## config.mk

```make
export PLATFORM = sky130hd
export DESIGN_NAME = alu_arbiter
export DESIGN_NICKNAME = d
export VERILOG_FILES = /design/src/rtl/alu_arbiter.sv
export SDC_FILE = /design/constraint.sdc
export NUM_CORES = 1
export LEC_CHECK = 0
export CORE_ASPECT_RATIO = 1.1
export CORE_UTILIZATION = 31
export DETAILED_ROUTE_END_ITERATION = 7
export PLACE_DENSITY_LB_ADDON = 0.08
export REMOVE_ABC_BUFFERS = 1
export SLEW_MARGIN = 20
export SYNTH_ARGS = -nofsm -noshare
export SYNTH_HDL_FRONTEND = slang
export SYNTH_SLANG_ARGS = --single-unit
```

## constraint.sdc

```tcl
create_clock -name clk -period 3.9 [get_ports clk]
set_input_delay 0.975 -clock clk [delete_from_list [all_inputs] [get_ports clk]]
set_output_delay 0.975 -clock clk [all_outputs]
set_load 0.1 [all_outputs]
```

## src/rtl/alu_arbiter.sv

```systemverilog
// alu_arbiter: two-requester round-robin front end for one shared ALU.
// One transaction is in flight at a time: IDLE accepts, EXEC samples the
// ALU, RESP holds the result for the owning requester until it is consumed.
module alu_arbiter #(
  parameter int DATA_W = 32
) (
  input  logic              clk,
  input  logic              rst_n,
  // requester 0
  input  logic              req0_valid,
  output logic              req0_ready,
  input  logic [2:0]        req0_func,
  input  logic [DATA_W-1:0] req0_a,
  input  logic [DATA_W-1:0] req0_b,
  // requester 1
  input  logic              req1_valid,
  output logic              req1_ready,
  input  logic [2:0]        req1_func,
  input  logic [DATA_W-1:0] req1_a,
  input  logic [DATA_W-1:0] req1_b,
  // responses
  output logic              rsp0_valid,
  input  logic              rsp0_ready,
  output logic              rsp1_valid,
  input  logic              rsp1_ready,
  output logic [DATA_W-1:0] rsp_result,
  // shared ALU
  output logic [2:0]        alu_func,
  output logic [DATA_W-1:0] alu_op1,
  output logic [DATA_W-1:0] alu_op2,
  input  logic [DATA_W-1:0] alu_result,
  output logic              busy
);

  typedef enum logic [1:0] {
    IDLE = 2'd0,
    EXEC = 2'd1,
    RESP = 2'd2
  } state_t;

  typedef struct packed {
    logic [2:0]        func;
    logic [DATA_W-1:0] a;
    logic [DATA_W-1:0] b;
  } req_t;

  state_t            state;
  req_t              cap;        // operation captured at accept
  req_t [1:0]        req_in;
  logic [1:0]        vld;
  logic [1:0]        gnt;
  logic [1:0]        rdy;
  logic              owner;
  logic              last_grant;
  logic [DATA_W-1:0] result_q;
  logic              rsp0_q;
  logic              rsp1_q;
  logic              busy_q;
  logic              rsp_done;

  assign req_in[0] = {req0_func, req0_a, req0_b};
  assign req_in[1] = {req1_func, req1_a, req1_b};
  assign vld       = {req1_valid, req0_valid};

  // Round-robin grant: a lone valid wins; on a tie the requester that was
  // not granted last time wins. last_grant resets to 1 so req0 wins first.
  always_comb begin
    gnt    = 2'b00;
    gnt[0] = vld[0] & (~vld[1] | last_grant);
    gnt[1] = vld[1] & (~vld[0] | ~last_grant);
  end

  // Ready only while idle; never in the response handshake cycle since the
  // FSM is still in RESP then.
  assign rdy        = gnt & {2{state == IDLE}};
  assign req0_ready = rdy[0];
  assign req1_ready = rdy[1];

  // Non-owner rsp_ready is masked by the owner-specific valid.
  assign rsp_done = (rsp0_q & rsp0_ready) | (rsp1_q & rsp1_ready);

  // Transaction FSM with registered response valids and busy.
  always_ff @(posedge clk or negedge rst_n) begin
    if (!rst_n) begin
      state      <= IDLE;
      cap        <= '0;
      owner      <= 1'b0;
      last_grant <= 1'b1;
      result_q   <= '0;
      rsp0_q     <= 1'b0;
      rsp1_q     <= 1'b0;
      busy_q     <= 1'b0;
    end else begin
      case (state)
        IDLE: begin
          if (|rdy) begin
            cap        <= rdy[1] ? req_in[1] : req_in[0];
            owner      <= rdy[1];
            last_grant <= rdy[1];
            busy_q     <= 1'b1;
            state      <= EXEC;
          end
        end
        EXEC: begin
          // Operands have been stable on the ALU for the whole cycle.
          result_q <= alu_result;
          rsp0_q   <= ~owner;
          rsp1_q   <= owner;
          state    <= RESP;
        end
        RESP: begin
          if (rsp_done) begin
            rsp0_q <= 1'b0;
            rsp1_q <= 1'b0;
            busy_q <= 1'b0;
            state  <= IDLE;
          end
        end
        default: begin
          rsp0_q <= 1'b0;
          rsp1_q <= 1'b0;
          busy_q <= 1'b0;
          state  <= IDLE;
        end
      endcase
    end
  end

  assign alu_func   = cap.func;
  assign alu_op1    = cap.a;
  assign alu_op2    = cap.b;
  assign rsp_result = result_q;
  assign rsp0_valid = rsp0_q;
  assign rsp1_valid = rsp1_q;
  assign busy       = busy_q;

endmodule
```

==> flow_metrics.py, run 1 <==
metrics = {
    "cts": {
        "clk_pin_slew_ps": 70,
        "clk_path_buf_depth": 2,
        "cts_buffers": 9,
        "hold_buffers": 0,
        "cts_tree": "yes",
        "clock-sinks": 106,
        "cts_root_buffer": "clkbuf_16",
        "cts.repair.resized": 0,
        "cts_setup_buffers": 0,
        "htree_levels": 3,
        "insertion_delay_ps": 350,
    },
    "timing": {
        "timing.slew.headroom": 0.2978,
        "finalCriticalPeriod_ps": 3093,
        "period_share": 0.7930,
        "fmax_mhz": 323.3,
        "final_max_slew_viol_count": 0,
        "setup_viol": 0,
        "skew_ps": 6.425,
        "tightest_slew_ps": 1050,
        "hold_viol_final": 0,
        "rsz0062_at_grt": "false",
    },
    "global_route": {
        "grt_usage": 0.1927,
        "grt_start_max_net_pins": 70,
        "grt_overflow": 0,
        "antenna_found_initial": 0,
        "grt_pass1_wl_mm": 26.63,
        "grt_pass1_vias": 4761,
    },
    "synthesis": {
        "async_flop_share": 1.000,
        "synth_top_area_cell": "dfrtp_1",
        "synth-seq-cells": 106,
        "synth.yosys.seq_area_share": 0.4905,
        "ys_types": 29,
        "syn_inst": 420,
        "synth-warning-count": 0,
        "yosys-top-cells-area": "dfrtp_1, a221o_1, and4_1",
        "synth_enable_flop_cells": 0,
        "synth_top_area_share": 0.4857,
        "synth_area_sq_um": 5410,
        "synth_flop_cell": "dfrtp_1",
        "synth_area_per_cell_sq_um": 12.88,
    },
    "cells_and_area": {
        "final_cell_mix": "clkdlybuf4s50_1, dfrtp_1, and4_1, a221o_1, nor3b_1",
        "layout_commonest_cell": "clkdlybuf4s50_1",
        "final_net_count": 834,
        "nFillCells": 1549,
        "syn_to_final_growth_pct": 57.35,
        "stdcell_area_sq_um": 8513,
        "layout-drive-gt1-share": 0.1529,
        "diodes": 0,
        "finalCoreUtilization": 0.4985,
    },
    "min_path": {
        "holdCritPathClass": "flop to flop",
    },
    "placement": {
        "port-buffer-count": 275,
        "placed_area_sq_um": 8233,
        "hpwl_mm": 11.49,
        "gp_routability_congestion": 0.7327,
    },
    "detailed_routing": {
        "drc_errors": 0,
        "initialDrtViolationCount": 207,
        "wl_mm": 17.45,
        "wl_per_cell_microns": 19.37,
        "antenna_left": 0,
        "via_per_inst": 5.272,
        "vias": 4750,
        "drtPass1Iterations": 4,
    },
    "critical_path": {
        "worstPathMaxFanout": 4,
        "crit_end": "req0_ready",
        "rr_endpoint": "alu_func[2]",
        "reg2reg_depth": 5,
        "rrSetupSlack_ps": 1760,
        "startpoint_type": "input pin",
        "regToRegStartpoint": "state[1]",
        "endpoint_kind": "primary output",
        "worstSetupStartpoint": "req0_valid",
        "crit_required_ps": 2920,
        "crit_arrival_ps": 2120,
        "critical_path_class": "input pin to primary output",
    },
    "die": {
        "ios": 276,
        "start_util": 0.3168,
        "die_w_microns": 128.0,
        "rows": 50,
        "floorplan.die.height_microns": 140.6,
        "core_area_sq_um": 17080,
        "die_area_sq_um": 17990,
    },
    "flow_run": {
        "maxCapViolations": 0,
    },
    "outcome": {
        "status": "finished clean",
    },
}
## stage by stage
| stage | setup WS [ps] | setup TNS (ps) | instances | hold WS, ps |
|---|---|---|---|---|
| after floorplan | -244.0 | -244.0 | 365 | 472.1 |
| after global placement | 853.7 | 0 | 885 | 486.6 |
| after detailed placement | 801.7 | 0 | 885 | 491.1 |
| after CTS | 795.9 | 0 | 901 | 507.8 |
| after global routing | 743.6 | 0 | 901 | 518.4 |
| final | 807.2 | 0 | 901 | 503.8 |
## sequential cells by signal, indices dropped and copies added (netlist names)
register,cells
alu_op1,32
alu_op2,32
last_grant,1
busy,1
owner,1
alu_func,3
state,2
rsp0_valid,1
rsp1_valid,1
rsp_result,32
## cell usage after synthesis (2+ instances only)
| cell | count |
|---|---|
| and4_1 | 67 |
| o21ai_0 | 3 |
| nor3b_2 | 30 |
| buf_2 | 11 |
| a221o_1 | 67 |
| nor2_4 | 2 |
| mux2_2 | 32 |
| nand2_1 | 5 |
| nor3b_1 | 37 |
| buf_12 | 3 |
| clkbuf_1 | 29 |
| inv_1 | 4 |
| nand2b_1 | 2 |
| dfrtp_1 | 105 |
| a21o_1 | 2 |
| buf_4 | 8 |
## kinds of logic (layout without fill, tap and decap cells)
family / after synthesis / count (layout) / share of synthesized area
buffers and inverters: 59 / 306 / 0.06244
multiplexers: 33 / 33 / 0.06846
flip-flops: 106 / 106 / 0.4905
AND/OR/NAND/NOR: 147 / 147 / 0.2442
AO/OA/AOI/OAI: 75 / 75 / 0.1344
## cell type report
type,count,area (sq um),share of cell area
clock inverters,7,55.05,0.006467
clock buffers,9,225.2,0.02646
well taps,234,292.8,0.03439
repair buffers,286,2843,0.3339
flip-flops and latches,106,2654,0.3117
inverters,4,15.01,0.001764
multi-input cells,255,2429,0.2853
## worst min-delay path by stage
| stage | slack (ps) | endpoint | depth (start not counted) | startpoint |
|---|---|---|---|---|
| after detailed placement | 490 | rsp_result[0] | 1 | rsp_result[0] |
| after floorplan | 470 | owner | 1 | owner |
| after global routing | 520 | rsp_result[19] | 1 | rsp_result[19] |
| final | 500 | rsp_result[1] | 1 | rsp_result[1] |
| after global placement | 490 | rsp_result[23] | 1 | rsp_result[23] |
| after CTS | 510 | rsp_result[1] | 1 | rsp_result[1] |
## worst max-delay path, cell delays in order
cell and delay (ps):
clkdlybuf4s50_1 650, nand3_1 180, inv_1 130, buf_12 180
## routing by layer
layer  wire length, microns  GRT usage  share of wire
met3                   1532    0.05730          0.088
met2                   8126     0.3058           0.47
met5                      0          0              0
met1                   7351     0.2427           0.42
met4                    444    0.08235          0.025
Power of run 1 is left out: the tool's default activity adds up to more than one toggle a clock period on the data nets, which glitch-free logic cannot reach.
==> run 2, diff against run 1 <==
Clock period 3.9 ns to 2.48 ns, I/O delays scaled along.
==> run 2 against run 1 <==
- design area is 1.7% lower
- core utilization down 0.86 points
- via count fell by 1.5%
- routed wire length up 1.6%
- critical path depth up 1
- die area is the same
- count of clock-buffer cells in the layout is 1 higher
- global-route usage increased by 0.052 points
- first-iteration DRC count decreased by 14%
==> flow_metrics.py, run 2 (synthesis results as in run 1) <==
metrics = {
    "critical_path": {
        "critical_path_class": "input pin to primary output",
        "worstPathMaxFanout": 3,
        "cpPeakStageDelay_ps": 460,
        "path_buf_inv": 3,
        "crit_required_ps": 1860,
        "startpoint_type": "input pin",
        "crit_chain": "clkdlybuf4s50_1 -> nand2_2 -> nand3_2 -> inv_1 -> buf_12",
        "critPathTopFamily": "buffers and inverters",
        "endpoint_kind": "primary output",
        "crit_arrival_ps": 1650,
        "cp_slowest_cell": "clkdlybuf4s50_1",
    },
    "global_route": {
        "grt.met3_usage": 0.04889,
        "use_met2": 0.3144,
        "grt_overflow": 0,
        "grt_pass1_wl_mm": 26.91,
        "grt_usage": 0.1933,
        "top_usage_layer": "met2",
        "grt.met1_usage": 0.2532,
        "antenna_found_initial": 0,
        "grt_pass1_vias": 4703,
        "grt_start_max_net_pins": 68,
    },
    "timing": {
        "final_max_slew_viol_count": 0,
        "period_share": 0.9159,
        "skew_ps": 7.684,
        "tightest_slew_ps": 806.8,
        "finalCriticalPeriod_ps": 2272,
        "hold_viol_final": 0,
        "setup_tns_ps": 0,
        "fmax_mhz": 440.2,
        "timing.slew.headroom": 0.4621,
        "setup_viol": 0,
        "rsz0062_at_grt": "false",
    },
    "cts": {
        "clk_pin_slew_ps": 70,
        "cts.repair.resized": 0,
        "htree_levels": 3,
        "clock-sinks": 106,
        "insertion_delay_ps": 340,
        "hold_buffers": 0,
        "cts_buffers": 9,
        "cts_tree": "yes",
        "clk_path_buf_depth": 2,
        "cts_setup_buffers": 0,
        "cts_root_buffer": "clkbuf_16",
    },
    "placement": {
        "dp_cells": 891,
        "port-buffer-count": 275,
        "hpwl_mm": 12.30,
        "gp_routability_congestion": 0.7337,
    },
    "cells_and_area": {
        "final_net_count": 840,
        "final-instance-count-excl-fill": 907,
        "layout_commonest_cell": "clkdlybuf4s50_1",
        "layout-drive-gt1-share": 0.3091,
        "diodes": 0,
        "final_cell_mix": "clkdlybuf4s50_1, buf_4, dfrtp_1",
        "syn_to_final_growth_pct": 54.63,
    },
    "detailed_routing": {
        "vias": 4681,
        "wl_mm": 17.74,
        "initialDrtViolationCount": 177,
        "drc_errors": 0,
        "drtPass1Iterations": 4,
        "wl_per_cell_microns": 19.56,
        "antenna_left": 0,
        "via_per_inst": 5.161,
    },
    "die": {
        "ios": 276,
        "die_area_sq_um": 17990,
        "die_w_microns": 128.0,
        "rows": 50,
        "floorplan.die.height_microns": 140.6,
        "core_area_sq_um": 17080,
        "start_util": 0.3168,
    },
    "min_path": {
        "holdCritPathClass": "input pin to asynchronous set/reset pin",
    },
    "outcome": {
        "status": "finished clean",
    },
    "flow_run": {
        "maxCapViolations": 0,
    },
}
run 2: changes by cell type in the layout (fill, tap and decap cells not counted), sizes merged:
cell	before	now
buf	17	123
clkdlybuf4s50	269	169
clkinv	4	1
clkbuf	9	10
clkinvlp	2	3
inv	5	6
run 2: worst paths after layout:
check | from | to | slack (ps) | depth (start not counted)
worst max-delay path | req0_valid | req1_ready | 210 | 5
worst min-delay path | rst_n | rsp0_valid | 230 | 1
worst max register to register | state[0] | alu_op1[31] | 680 | 4
worst min register to register | rsp_result[15] | rsp_result[15] | 510 | 1
max in group asynchronous | rst_n | rsp_result[5] | 1460 | 2
min in group clk | rsp_result[15] | rsp_result[15] | 510 | 1
run 2: stage by stage:
step                utilization  cell area (sq um)  hold slack (ps)  setup slack, ps
floorplan                     -               5087            324.4           -954.0
detailed placement       0.4730               8078            494.5            167.5
global route             0.4898               8366            245.7            134.0
finish                   0.4898               8366            225.8            208.5
CTS                      0.4898               8366            225.3            203.8
global placement         0.4730               8078            488.3            218.5
run 2: area by class of cell:
cell class / count / area (sq um)
fillers: 1552 / 8713
multi-input cells: 255 / 2429
clock inverters: 6 / 48.80
repair buffers: 292 / 2688
inverters: 4 / 15.01
clock buffers: 10 / 239.0
well taps: 234 / 292.8
flip-flops and latches: 106 / 2654
run 2: routing by layer:
metal	wire length, microns	up-vias
li1	-	2174
met1	7684	2272
met2	8401	216
met3	1378	19
met4	274	0
met5	0	-
Power of run 2 is left out for the same reason.
